**src/rtl/square_gen.sv**
```systemverilog
// square_gen: iterative squarer.
// Computes n*n by summing the first n odd numbers (1+3+5+...), one odd
// number per clock cycle, under a start/busy/done handshake.
//
// Ports:
//   clk    - system clock, all state updates on the rising edge
//   clr    - synchronous active-high reset
//   start  - request a new computation (sampled only while idle)
//   n      - operand, latched on the accepted start edge
//   sq     - result register, updated only when the computation completes
//   busy   - high while computing and during the done cycle
//   done   - one-cycle completion pulse
//   odd_q  - current odd increment (observation)
//   cnt_q  - remaining iterations (observation)
module square_gen #(
  parameter int W = 4
) (
  input  logic             clk,
  input  logic             clr,
  input  logic             start,
  input  logic [W-1:0]     n,
  output logic [2*W-1:0]   sq,
  output logic             busy,
  output logic             done,
  output logic [W:0]       odd_q,
  output logic [W-1:0]     cnt_q
);

  typedef enum logic [1:0] {
    ST_IDLE = 2'b00,
    ST_RUN  = 2'b01,
    ST_DONE = 2'b10
  } state_t;

  localparam logic [W:0]     ODD_FIRST = {{W{1'b0}}, 1'b1};
  localparam logic [W:0]     ODD_STEP  = {{(W-1){1'b0}}, 2'b10};
  localparam logic [W-1:0]   CNT_ONE   = {{(W-1){1'b0}}, 1'b1};
  localparam logic [W-1:0]   CNT_ZERO  = {W{1'b0}};
  localparam logic [2*W-1:0] ACC_ZERO  = {(2*W){1'b0}};

  state_t           state_q, state_d;
  logic [2*W-1:0]   acc_q, acc_d;
  logic [2*W-1:0]   sq_q, sq_d;
  logic [W:0]       odd_d;
  logic [W-1:0]     cnt_d;

  // State and data-path registers with synchronous clear.
  always_ff @(posedge clk) begin
    if (clr) begin
      state_q <= ST_IDLE;
      acc_q   <= ACC_ZERO;
      sq_q    <= ACC_ZERO;
      odd_q   <= ODD_FIRST;
      cnt_q   <= CNT_ZERO;
    end else begin
      state_q <= state_d;
      acc_q   <= acc_d;
      sq_q    <= sq_d;
      odd_q   <= odd_d;
      cnt_q   <= cnt_d;
    end
  end

  // Next-state and data-path update logic; every register holds by default.
  always_comb begin
    state_d = state_q;
    acc_d   = acc_q;
    sq_d    = sq_q;
    odd_d   = odd_q;
    cnt_d   = cnt_q;
    case (state_q)
      ST_IDLE: begin
        if (start) begin
          cnt_d   = n;
          acc_d   = ACC_ZERO;
          odd_d   = ODD_FIRST;
          state_d = ST_RUN;
        end else begin
          state_d = ST_IDLE;
        end
      end
      ST_RUN: begin
        if (cnt_q != CNT_ZERO) begin
          // odd_q is zero-extended to the accumulator width; the sum of the
          // first (2^W-1) odd numbers fits in 2*W bits, so no overflow.
          acc_d   = acc_q + {{(W-1){1'b0}}, odd_q};
          odd_d   = odd_q + ODD_STEP;
          cnt_d   = cnt_q - CNT_ONE;
          state_d = ST_RUN;
        end else begin
          sq_d    = acc_q;
          state_d = ST_DONE;
        end
      end
      ST_DONE: begin
        state_d = ST_IDLE;
      end
      default: begin
        state_d = ST_IDLE;
      end
    endcase
  end

  // Outputs are the result register and decodes of the registered state.
  assign sq   = sq_q;
  assign busy = (state_q == ST_RUN) || (state_q == ST_DONE);
  assign done = (state_q == ST_DONE);

endmodule

```
**config.mk**
```make
export PLATFORM = sky130hd
export DESIGN_NAME = square_gen
export DESIGN_NICKNAME = d
export VERILOG_FILES = /design/src/rtl/square_gen.sv
export SDC_FILE = /design/constraint.sdc
export NUM_CORES = 1
export LEC_CHECK = 0
export ABC_CLOCK_PERIOD_IN_PS = 2450
export CAP_MARGIN = 20
export CELL_PAD_IN_SITES_DETAIL_PLACEMENT = 2
export CELL_PAD_IN_SITES_GLOBAL_PLACEMENT = 2
export CORE_MARGIN = 2
export CORE_UTILIZATION = 30
export CTS_CLUSTER_DIAMETER = 30
export DETAILED_ROUTE_END_ITERATION = 6
export PLACE_DENSITY_LB_ADDON = 0.1
export SLEW_MARGIN = 40
export SYNTH_ARGS = -nofsm -noshare
export SYNTH_HDL_FRONTEND = slang
export SYNTH_SLANG_ARGS = --single-unit
export TNS_END_PERCENT = 100
```
**constraint.sdc**
```tcl
create_clock -name clk -period 2.45 [get_ports clk]
set_clock_uncertainty 0.2 [all_clocks]
set_input_delay 0.49 -clock clk [delete_from_list [all_inputs] [get_ports clk]]
set_output_delay 0.49 -clock clk [all_outputs]
set_load 0.01 [all_outputs]
```
==> metrics.txt, run 1 <==
outcome=completed; most frequent cells after synthesis=dfxtp_1, nand2_1, a21oi_1, ha_1, nor2_1; Layout Nets=205; dpl hpwl=3060 um; Synth cell types=34; clock-pin slew on the worst setup and hold paths=0.10 ns; critical path launch point type=flip-flop; ant diodes=0; Worst-Skew Late Latency=0.28 ns; First-pass DRT Iterations=4; Final Setup Violations=0; Via density=5.06; post-synth top area share=39.9%; # Post-CTS Setup Buffers=0; Die ar.=0.00507 mm2; register area share after synthesis=39.9%; # fillers=487; global placement routability congestion=0.761; core area=0.00435 mm2; Post-route DRC=0; FFs w/ async S/R, synth=0%; Total Routed Length=3930 um; post-synth top area cell=dfxtp_1; CTS Buf Count=3; Total GRT Usage=16.7%; max-slew violations=0; yosys warns=0; Final period util=90.2%; row cnt=24; antenna violations before repair=0; Synth Register Bits=27; Synth area leaders=dfxtp_1, ha_1, a21oi_1; CP Class=reg2reg; IO Pins=26; die width=71.2 um; clock sink total=27; worst vdd ir=226 uV; WL/cell=16.5 um; final setup margin=0.240 ns; CP Data Arrival Time=2.22 ns; total grt overflow=0; Critical Path Fanout Max=3; CTS Buffer Depth=2; DRT antenna net count=0; synthesis-to-layout area growth=27.9%; Min Hold Slack=0.264 ns; # resized after CTS=0; Clock Tree Root=clkbuf_8; power density over the cells=564 mW/mm2; share of layout cells above drive strength 1=8.60%; final hold violations=0; RSZ-0062 raised after global routing=false; worst path required time=2.46 ns; IO Port Bufs=25; Avg Inst Size Synth=8.58 um2; measured slew at the worst slew-check pin=0.516 ns; dominant cell by count in the synthesized netlist=dfxtp_1; Die Height=71.2 um; vias in the first global route=1337; mapped cell area=0.00136 mm2; CTS tree=yes; total number of vias=1204; first-pass GRT wire length=6580 um; Initial DRC Count=36; worst min path class=reg2reg; hold_buf cts=0; crit path capture type=flip-flop; normalized max-slew margin=65.5%; initial core utilization=31.1%; Tmin final=2.21 ns; number of synthesized flops with an enable pin=0; DP Worst Slack=0.183 ns; Mapped Cells=158; maxcap violations=0; Setup TNS=0 ns; H-tree levels=1; Top FF cell, synth=dfxtp_1; largest net degree at the start of global routing=17; syn nets=176; leak pwr=0.640 nW; Max Clk Rate=0.453 GHz
==> layout by cell type (no fill, tap or decap), types with 3 or more instances in the layout <==
| cell | netlist | layout |
|---|---|---|
| a211oi_1 | 5 | 5 |
| a21oi_1 | 20 | 20 |
| buf_4 | 0 | 5 |
| clkbuf_8 | 0 | 3 |
| clkdlybuf4s50_1 | 0 | 25 |
| dfxtp_1 | 27 | 27 |
| ha_1 | 10 | 10 |
| inv_1 | 7 | 7 |
| mux2i_1 | 3 | 3 |
| nand2_1 | 24 | 24 |
| nand3_1 | 7 | 7 |
| nor2_1 | 10 | 10 |
| o21ai_0 | 5 | 5 |
| o31ai_1 | 3 | 3 |
| or3_1 | 3 | 3 |
| or4_1 | 3 | 3 |
| xor2_1 | 4 | 4 |
==> report_power, final <==
part | switching [W] | internal [W] | total [W]
Clock | 0.000154 | 0.000116 | 0.000269
Combinational | 0.000130 | 0.000102 | 0.000232
Sequential | 0.0000195 | 0.000456 | 0.000475
Total | 0.000303 | 0.000674 | 0.000977
==> worst max-delay path, stage by stage (launching register included) <==
cell and delay, ns:
dfxtp_1 0.34, ha_1 0.25, fa_1 0.45, a211oi_1 0.31, nor2_1 0.08, or3_1 0.38
a21oi_1 0.14
==> final cells by class <==
class	count	area, um2	share of cell area [%]
Tap cell	52	65.1	3.75
Multi-Input combinational cell	118	764	44.1
Clock buffer	3	41.3	2.38
Sequential cell	27	541	31.2
Clock inverter	1	7.51	0.433
Inverter	7	26.3	1.52
Timing Repair Buffer	30	288	16.6
==> through the flow <==
step,instances,power (W),utilization [%],instance area (um2)
6_report,238,0.000977,39.8,1730
2_1_floorplan,158,0.000624,-,1360
3_5_place_dp,234,0.000721,38.7,1680
4_1_cts,238,0.000991,39.8,1730
5_1_grt,238,0.00104,39.8,1730
3_3_place_gp,234,0.000712,38.7,1680
==> path summary, 6_finish.rpt <==
check / start / end / slack, ns / cells past startpoint
worst min-delay path: sq[3] / sq[3] / 0.26 / 2
worst min register to register: sq[3] / sq[3] / 0.26 / 2
worst max register to register: odd_q[0] / acc_q[4] / 0.24 / 6
worst max-delay path: odd_q[0] / acc_q[4] / 0.24 / 6
==> flip-flops by register name (all words and copies together), names as in the netlist <==
| signal | cells |
|---|---|
| state_q | 2 |
| cnt_q | 4 |
| odd_q | 5 |
| acc_q | 8 |
| sq | 8 |
==> logic make-up after synthesis <==
logic type / share of synthesized area, %
DFF: 39.9
xor gates and xnor gates: 2.59
buffers and inverters: 3.69
and+or+nand+nor: 21.7
AOI/OAI and AO/OA: 17.3
adders and majority gates: 10.7
muxes: 4.15
==> routing by layer <==
metal / part of all wire (%) / up-vias / wire length, um / GRT usage, %
met5: 0 / - / 0 / 0
met4: 1.3 / 0 / 51 / 5.03
met3: 2.4 / 5 / 93 / 2.28
met2: 51 / 18 / 1980 / 29.2
met1: 46 / 573 / 1800 / 21.4
li1: - / 608 / - / -
Note: power is estimated with default switching activity, not from simulation.
==> run 2: changes to the inputs <==
Settings changed: PLACE_DENSITY set to 0.78, PLACE_DENSITY_LB_ADDON 0.1 to unset.
==> run 2 against run 1 <==
Against the previous run: routed wire length is 6.7% higher; die area stayed put; first-iteration DRC count is 14% lower; combinational power is 6% higher; worst setup slack worse by 0.035 ns; design area is 0.22% higher; maximum frequency is 1.6% lower; total power is 0.68% higher; largest power group unchanged; critical path depth stayed put; clock power is 2% lower; count of clock-buffer cells in the layout is 1 higher; largest cell class unchanged; register-to-register slack worse by 0.04 ns.
==> metrics.txt, run 2 (same netlist as run 1, synthesis figures left out) <==
outcome=completed; largest net degree at the start of global routing=15 (-2); Critical Path Fanout Max=3 (unchanged); hold_buf cts=0 (unchanged); total grt overflow=0 (unchanged); IO Pins=26 (unchanged); DRT antenna net count=0 (unchanged); dpl hpwl=3250 um (+6.1%); Setup TNS=0 ns (unchanged); crit path capture type=flip-flop; CTS Buffer Depth=2 (unchanged); WL/cell=17.5 um (+6.3%); Final period util=91.6% (+1.4 points); maxcap violations=0 (unchanged); final hold violations=0 (unchanged); Max Clk Rate=0.446 GHz (-1.6%); final setup margin=0.205 ns (-0.0351 ns); leak pwr=0.646 nW (+0.99%); Initial DRC Count=31 (-14%); met2 wire length=2290 um (+16%); vias in the first global route=1409 (+5.4%); Total GRT Usage=17.5% (+0.79 points); CP Class=reg2reg; total number of vias=1245 (+3.4%); Clock Tree Root=clkbuf_8; share of layout cells above drive strength 1=8.56% (-0.046 points); slowest CP cell=fa_1; # resized after CTS=0 (unchanged); clock sink total=27 (unchanged); # fillers=481 (-1.2%); CTS Buf Count=3 (unchanged); IO Port Bufs=25 (unchanged); Via density=5.21 (+3.0%); Tmin final=2.24 ns (+0.0351 ns); antenna violations before repair=0 (unchanged); synthesis-to-layout area growth=28.2%; Die Height=71.2 um (unchanged); hold_sp=sq[6]; clock-pin slew on the worst setup and hold paths=0.10 ns (about the same); ant diodes=0 (unchanged); met3 routed WL=147 um (+58%); CP Data Arrival Time=2.26 ns (+0.04 ns); DR top layer=met4; max-slew violations=0 (unchanged); die width=71.2 um (unchanged); RSZ-0062 raised after global routing=false; commonest cells after routing, fill and taps aside=dfxtp_1, clkdlybuf4s50_1, nand2_1; # Post-CTS Setup Buffers=0 (unchanged); row cnt=24 (unchanged); H-tree levels=1 (unchanged); critical path launch point type=flip-flop; Layout Nets=206 (+0.49%); First-pass DRT Iterations=5 (+1); core area=0.00435 mm2 (unchanged); worst r2r src=odd_q[0]; critical path startpoint=odd_q[0]; global placement routability congestion=0.814 (+7.0%); worst vdd ir=265 uV (+18%); Die ar.=0.00507 mm2 (unchanged); normalized max-slew margin=75.3% (+9.8 points); commonest non-fill, non-tap cell in the layout=dfxtp_1; Final Setup Violations=0 (unchanged); initial core utilization=31.1% (unchanged); Critical Path, Cell by Cell=ha_1 > fa_1 > a211oi_1 > nor2_1 > or3_1 > a21oi_1; measured slew at the worst slew-check pin=0.369 ns (-0.147 ns); Worst-Skew Late Latency=0.28 ns (about the same); power density over the cells=567 mW/mm2 (+0.46%); worst min path class=reg2reg; Post-route DRC=0 (unchanged); worst path required time=2.47 ns (about the same); CTS tree=yes; first-pass GRT wire length=6930 um (+5.2%); Total Routed Length=4190 um (+6.7%); Min Hold Slack=0.263 ns (-0.000549 ns); CP peak stage delay=0.44 ns (about the same); DP Worst Slack=0.203 ns (+0.0200 ns); met1 wire length=1680 um (-6.5%)
run 2: per-layer routing:
layer | track usage [%] | up-vias
met4 | 4.61 | 0
met5 | 0 | -
li1 | - | 605
met1 | 17.7 | 610
met2 | 35.1 | 22
met3 | 4.27 | 8
run 2: worst paths after layout:
kind | depth (start not counted) | endpoint | slack, ns
min reg2reg | 2 | sq[6] | 0.26
max | 6 | acc_q[4] | 0.21
max reg2reg | 6 | acc_q[4] | 0.21
min | 2 | sq[6] | 0.26
run 2: where the power goes:
part	switching, W	internal (W)
clock	0.000147	0.000117
combinational	0.000139	0.000106
sequential	0.0000188	0.000456
run 2: worst max-delay path, delay by kind of cell (launching register included):
family / cells / cell delay (ns)
AO/OA/AOI/OAI: 2 / 0.48
AND/OR/NAND/NOR: 2 / 0.46
adder cells (fa/ha/maj): 2 / 0.69
flip-flops: 1 / 0.35
run 2: per-stage QoR:
stage	instances	total power [W]	area, um2	utilization (%)
3_3_place_gp	235	0.000718	1690	38.9
4_1_cts	239	0.000991	1740	39.9
6_report	239	0.000984	1740	39.9
5_1_grt	239	0.00103	1740	39.9
3_5_place_dp	235	0.000736	1690	38.9
2_1_floorplan	158	0.000624	1360	-
run 2: cell type report:
class	count	area [um2]	area share, %
Tap cell	52	65.1	3.75
Sequential cell	27	541	31.1
Timing Repair Buffer	31	295	17.0
Inverter	7	26.3	1.51
Multi-Input combinational cell	118	764	44.0
Clock buffer	4	45.0	2.59
==> run 3: changes to the inputs <==
Settings changed: CAP_MARGIN 20 to 25, GPL_ROUTABILITY_DRIVEN set to 0.
==> results of run 3 <==
Final layout, timing and power as in run 2 (identical DEF).
